### src/rtl/dot_row_scanner.sv
// Self-timed LED matrix row scanner: drives each row for DWELL cycles with a
// BLANK-cycle all-off gap between rows, and pulses load/frame_start for the column side.
module dot_row_scanner #(
   parameter int ROWS       = 8,
   parameter int ROW_W      = 3,
   parameter int DWELL      = 1024,
   parameter int BLANK      = 16,
   parameter int ACTIVE_LOW = 0
) (
   input  logic             clk,
   input  logic             reset,
   input  logic             en,
   output logic [ROW_W-1:0] row_sel,
   output logic [ROWS-1:0]  row_q,
   output logic             blank,
   output logic             load,
   output logic             frame_start
);

   localparam int TMAX = (DWELL > BLANK) ? DWELL : BLANK;
   localparam int TW   = (TMAX > 1) ? $clog2(TMAX) : 1;

   localparam logic [TW-1:0]    BLANK_LAST = TW'(BLANK - 1);
   localparam logic [TW-1:0]    DWELL_LAST = TW'(DWELL - 1);
   localparam logic [ROW_W-1:0] LAST_ROW   = ROW_W'(ROWS - 1);
   localparam logic [ROWS-1:0]  ROWS_OFF   = {ROWS{(ACTIVE_LOW != 0)}};

   typedef enum logic [1:0] {
      ST_IDLE  = 2'd0,
      ST_BLANK = 2'd1,
      ST_ON    = 2'd2
   } state_t;

   state_t           state_q;
   logic [TW-1:0]    timer_q;
   logic [ROW_W-1:0] sel_q;
   logic [ROWS-1:0]  drive_q;
   logic             blank_q;
   logic             load_q;
   logic             fs_q;

   logic [ROW_W-1:0] sel_d;
   logic [ROWS-1:0]  drive_d;

   // Explicit wrap keeps row_sel inside 0..ROWS-1 for non-power-of-2 ROWS.
   always_comb begin
      sel_d   = (sel_q == LAST_ROW) ? '0 : sel_q + ROW_W'(1);
      drive_d = ROWS_OFF ^ (ROWS'(1) << sel_q);
   end

   always_ff @(posedge clk) begin
      if (reset || !en) begin
         state_q <= ST_IDLE;
         timer_q <= '0;
         sel_q   <= '0;
         drive_q <= ROWS_OFF;
         blank_q <= 1'b1;
         load_q  <= 1'b0;
         fs_q    <= 1'b0;
      end else begin
         case (state_q)
            ST_IDLE: begin
               state_q <= ST_BLANK;
               timer_q <= '0;
               drive_q <= ROWS_OFF;
               blank_q <= 1'b1;
               load_q  <= 1'b1;
               fs_q    <= 1'b0;
            end
            ST_BLANK: begin
               load_q <= 1'b0;
               if (timer_q == BLANK_LAST) begin
                  state_q <= ST_ON;
                  timer_q <= '0;
                  drive_q <= drive_d;
                  blank_q <= 1'b0;
                  fs_q    <= (sel_q == '0);
               end else begin
                  timer_q <= timer_q + TW'(1);
               end
            end
            ST_ON: begin
               fs_q <= 1'b0;
               // Row switch goes through blank in the same edge, so two rows never overlap.
               if (timer_q == DWELL_LAST) begin
                  state_q <= ST_BLANK;
                  timer_q <= '0;
                  sel_q   <= sel_d;
                  drive_q <= ROWS_OFF;
                  blank_q <= 1'b1;
                  load_q  <= 1'b1;
               end else begin
                  timer_q <= timer_q + TW'(1);
               end
            end
            default: begin
               state_q <= ST_IDLE;
               timer_q <= '0;
               sel_q   <= '0;
               drive_q <= ROWS_OFF;
               blank_q <= 1'b1;
               load_q  <= 1'b0;
               fs_q    <= 1'b0;
            end
         endcase
      end
   end

   assign row_sel     = sel_q;
   assign row_q       = drive_q;
   assign blank       = blank_q;
   assign load        = load_q;
   assign frame_start = fs_q;

endmodule

### config.mk
export PLATFORM = sky130hd
export DESIGN_NAME = dot_row_scanner
export DESIGN_NICKNAME = d
export VERILOG_FILES = /design/src/rtl/dot_row_scanner.sv
export SDC_FILE = /design/constraint.sdc
export NUM_CORES = 1
export LEC_CHECK = 0
export CORE_MARGIN = 2
export CORE_UTILIZATION = 53
export DETAILED_ROUTE_END_ITERATION = 16
export PLACE_DENSITY = 0.87
export SYNTH_ARGS = -nofsm -noshare
export SYNTH_HDL_FRONTEND = slang
export SYNTH_SLANG_ARGS = --single-unit
### constraint.sdc
create_clock -name clk -period 2.01 [get_ports clk]
set_input_delay 0.3015 -clock clk [delete_from_list [all_inputs] [get_ports clk]]
set_output_delay 0.3015 -clock clk [all_outputs]
set_load 0.005 [all_outputs]
==> results.md <==
* Yosys top cell area share at 0.406
* Initial DRC Count at 24
* Psw at 209 µW
* Final WL at 2580 µm
* # clock sinks at 26
* Hold Crit Depth at 2
* Slew Viols, Final at 0
* Setup Slack @ Placement at 0.186 ns
* Fin. Hold Viols at 0
* PD cells at 629 mW/mm²
* Yosys cell types at 33
* GR Util All Layers at 0.201
* Achievable Freq at 550 MHz
* Asr flop ratio synth at 0
* Status: complete, no violations
* Yosys reg bits at 26
* # rows at 17
* Cell with the most instances after synthesis: dfxtp_1
* Ant. Diodes at 0
* Crit end category: flop
* Initial antenna violation count at 0
* CTS max path bufs at 2
* Clk network pwr share at 0.371
* Global placement routability congestion at roughly 0.83
* Final min period at 1.82 ns
* Remaining routing DRC violations at 0
* Area leader, netlist: dfxtp_1
* Worst hold-check path type: flop to flop
* Final period util at 0.904
* Worst-path clk slew at roughly 0.14 ns
* # IOs at 17
* Sequential power share at 0.544
* Top FF cell, synth: dfxtp_1
* Met2 Use GR at 0.342
* Post-Syn Instances at about 140
* Most used routing layer: met2
* Gate power share at 0.085
* Clk Latency, worst-skew pair at ~0.33 ns
* Switching share of total power at 0.217
* Final Setup Violations at 0
* Port Buffers at 16
* Worst Setup Start Kind: flop
* Fill count at roughly 180
* EDFF count, synth at 0
* Max-slew headroom at 0.674
* WP data required at between 2 and 2.5 ns
* Die Ht at 53.2 µm
* TritonCTS clock tree: done
* Sequential area share after synthesis at 0.406
* Reg-to-Reg Start: timer_q[0]$_SDFF_PP0_
* Initial Util at 0.568
* Pleak at 0.000597 µW
* Vias at 1039
* Met3 Use GR at 0.0254
* Post-Route Skew at 0.00867 ns
* Setup total negative slack at 0 ns
* Pin count of the biggest net entering global routing at 26
* Maxcap violations at 0
* Area Overhead vs Synth at 20.0%
* Worst R2R Setup Slack at 0.19 ns
* Setup slack after layout at 0.192 ns
* DRT Pass-1 Iters at 4
* First-pass GRT wire length at 4180 µm
* Via-to-Cell Ratio at 5.62
* Hold EP: row_q[7]$_SDFFE_PP0P_
* Die width at 53.2 µm
* Die area at 0.00283 mm²
* Synth Cell Area at 0.00128 mm²
* Arr. time, crit path at 2.04 ns
* DR WL/cell at 13.9 µm
* Reg-to-Reg End: row_sel[2]$_SDFFE_PP0P_
* Avg Cell Area, Syn at 9.22 µm²
* CP max FO at 4
* GRT met1 Usage at 0.251
* Worst Max-Slew Pin Slew at 0.484 ns
* Worst setup path class: flop to flop
* RSZ-0062 raised after global routing: no
* Ys Warns at 0
* Int Pwr at 757 µW
* Grt ovf at 0
* TritonCTS Buffers at 3
* Nets at 172
* Top post-synthesis cells by count: dfxtp_1, nand2_1, nor2_1
* HPWL Detailed at about 1900 µm
* Ranking of synthesized cells by area: dfxtp_1, ha_1, mux2i_1, nand2_1, nor2_1
* H-tree Lvls at 1
* Worst Reg2Reg Path Length in Cells at 5
* Root Driver: clkbuf_4
* Fraction of layout cells with a size suffix above 1 at 0.0701
* Number of global-route vias before repair at about 960
* Final antenna-violating net count at 0
* Core area at around 0.0023 mm²
* Max VDD drop at 0.395 mV
* Hold path startpoint: row_q[7]$_SDFFE_PP0P_
* Syn_nets at around 150
==> per-stage QoR <==
stage	total power (µW)	instances	hold WS [ns]	area, µm²	utilization
2_1_floorplan	595	139	0.426	1280	-
3_3_place_gp	614	181	0.438	1480	0.655
3_5_place_dp	616	181	0.445	1480	0.655
4_1_cts	970	185	0.478	1530	0.678
5_1_grt	1010	185	0.499	1540	0.682
6_report	967	185	0.476	1540	0.682
==> critical path, stage by stage (launching register included) <==
cell     delay, ns
dfxtp_1       0.40
ha_1          0.24
nand3_2       0.15
o31a_1        0.38
or3_1         0.40
mux2i_1       0.15
==> placed cells by master (no fill, tap or decap) <==
cell	netlist	final
a31o_2	1	1
nand4_1	7	7
o31ai_4	0	1
a31oi_1	1	1
mux2i_1	12	12
o41ai_2	1	1
nand3_2	1	1
xnor2_1	3	3
o21ai_0	1	1
nand2b_1	1	1
nor3_1	4	4
bufinv_16	0	1
nor2_1	13	13
nor4_1	1	1
xor2_1	5	5
buf_4	0	2
o21ai_1	1	1
and3_1	3	3
nand2_1	14	14
o31a_1	1	1
dfxtp_1	26	26
or3_1	1	1
and4_1	1	1
ha_1	11	11
clkdlybuf4s50_1	0	16
inv_1	7	7
a21oi_1	2	2
nand2_2	1	1
o211ai_1	1	1
nor2b_1	2	2
and2_1	1	1
clkbuf_4	0	3
o211a_1	1	1
nand3_1	8	8
o21a_1	1	1
nand3b_1	1	1
==> cell families after synthesis <==
logic type | synth area share
AOI/OAI and AO/OA | 0.0762
xor gates and xnor gates | 0.0547
adders and majority gates | 0.107
buffers and inverters | 0.0322
DFF | 0.406
muxes | 0.0938
and+or+nand+nor | 0.230
==> layout make-up <==
cell class / count / area, µm² / share of cell area
Sequential cell: 26 / 520 / 0.338
Multi-Input combinational cell: 102 / 728 / 0.474
Timing Repair Buffer: 18 / 175 / 0.114
Clock buffer: 3 / 22.5 / 0.0146
Tap cell: 28 / 35.0 / 0.0228
Clock inverter: 1 / 30.0 / 0.0195
Inverter: 7 / 26.3 / 0.0171
==> power by group through the flow <==
| stage | sequential [µW] | combinational, µW | clock, µW |
|---|---|---|---|
| finish | 526 | 82.2 | 359 |
| global route | 527 | 87.2 | 391 |
| CTS | 526 | 80.6 | 364 |
| detailed placement | 537 | 79.1 | 0 |
| global placement | 537 | 77.7 | 0 |
| floorplan | 536 | 58.7 | 0 |
==> worst max path at each step <==
| stage | cells after the start | startpoint | endpoint | slack (ns) |
|---|---|---|---|---|
| global placement | 5 | timer_q[0]$_SDFF_PP0_ | state_q[0]$_SDFFE_PP0P_ | 0.29 |
| CTS | 5 | timer_q[0]$_SDFF_PP0_ | state_q[0]$_SDFFE_PP0P_ | 0.14 |
| global route | 5 | timer_q[0]$_SDFF_PP0_ | row_sel[1]$_SDFFE_PP0P_ | 0.07 |
| floorplan | 6 | timer_q[0]$_SDFF_PP0_ | row_sel[0]$_SDFFE_PP0P_ | 0.33 |
| finish | 5 | timer_q[0]$_SDFF_PP0_ | row_sel[2]$_SDFFE_PP0P_ | 0.19 |
| detailed placement | 5 | timer_q[0]$_SDFF_PP0_ | state_q[0]$_SDFFE_PP0P_ | 0.19 |
==> flip-flops by register name (all words and copies together) (netlist names) <==
name,flops
row_q,8
timer_q,10
blank,1
state_q,2
row_sel,3
load,1
frame_start,1
==> timing repair <==
action                     CTS  global route
gates resized for setup      0             1
buffers inserted             0             0
setup endpoints to repair    0             1
hold buffers                 0             0
==> metal layers <==
layer / vias to the layer above / wire [µm] / share of wire
met5: - / 0 / 0
met1: 498 / 1200 / 0.47
met3: 5 / 66 / 0.026
met2: 15 / 1270 / 0.49
met4: 0 / 46 / 0.018
li1: 521 / - / -
(Power assumes the default switching activity.)
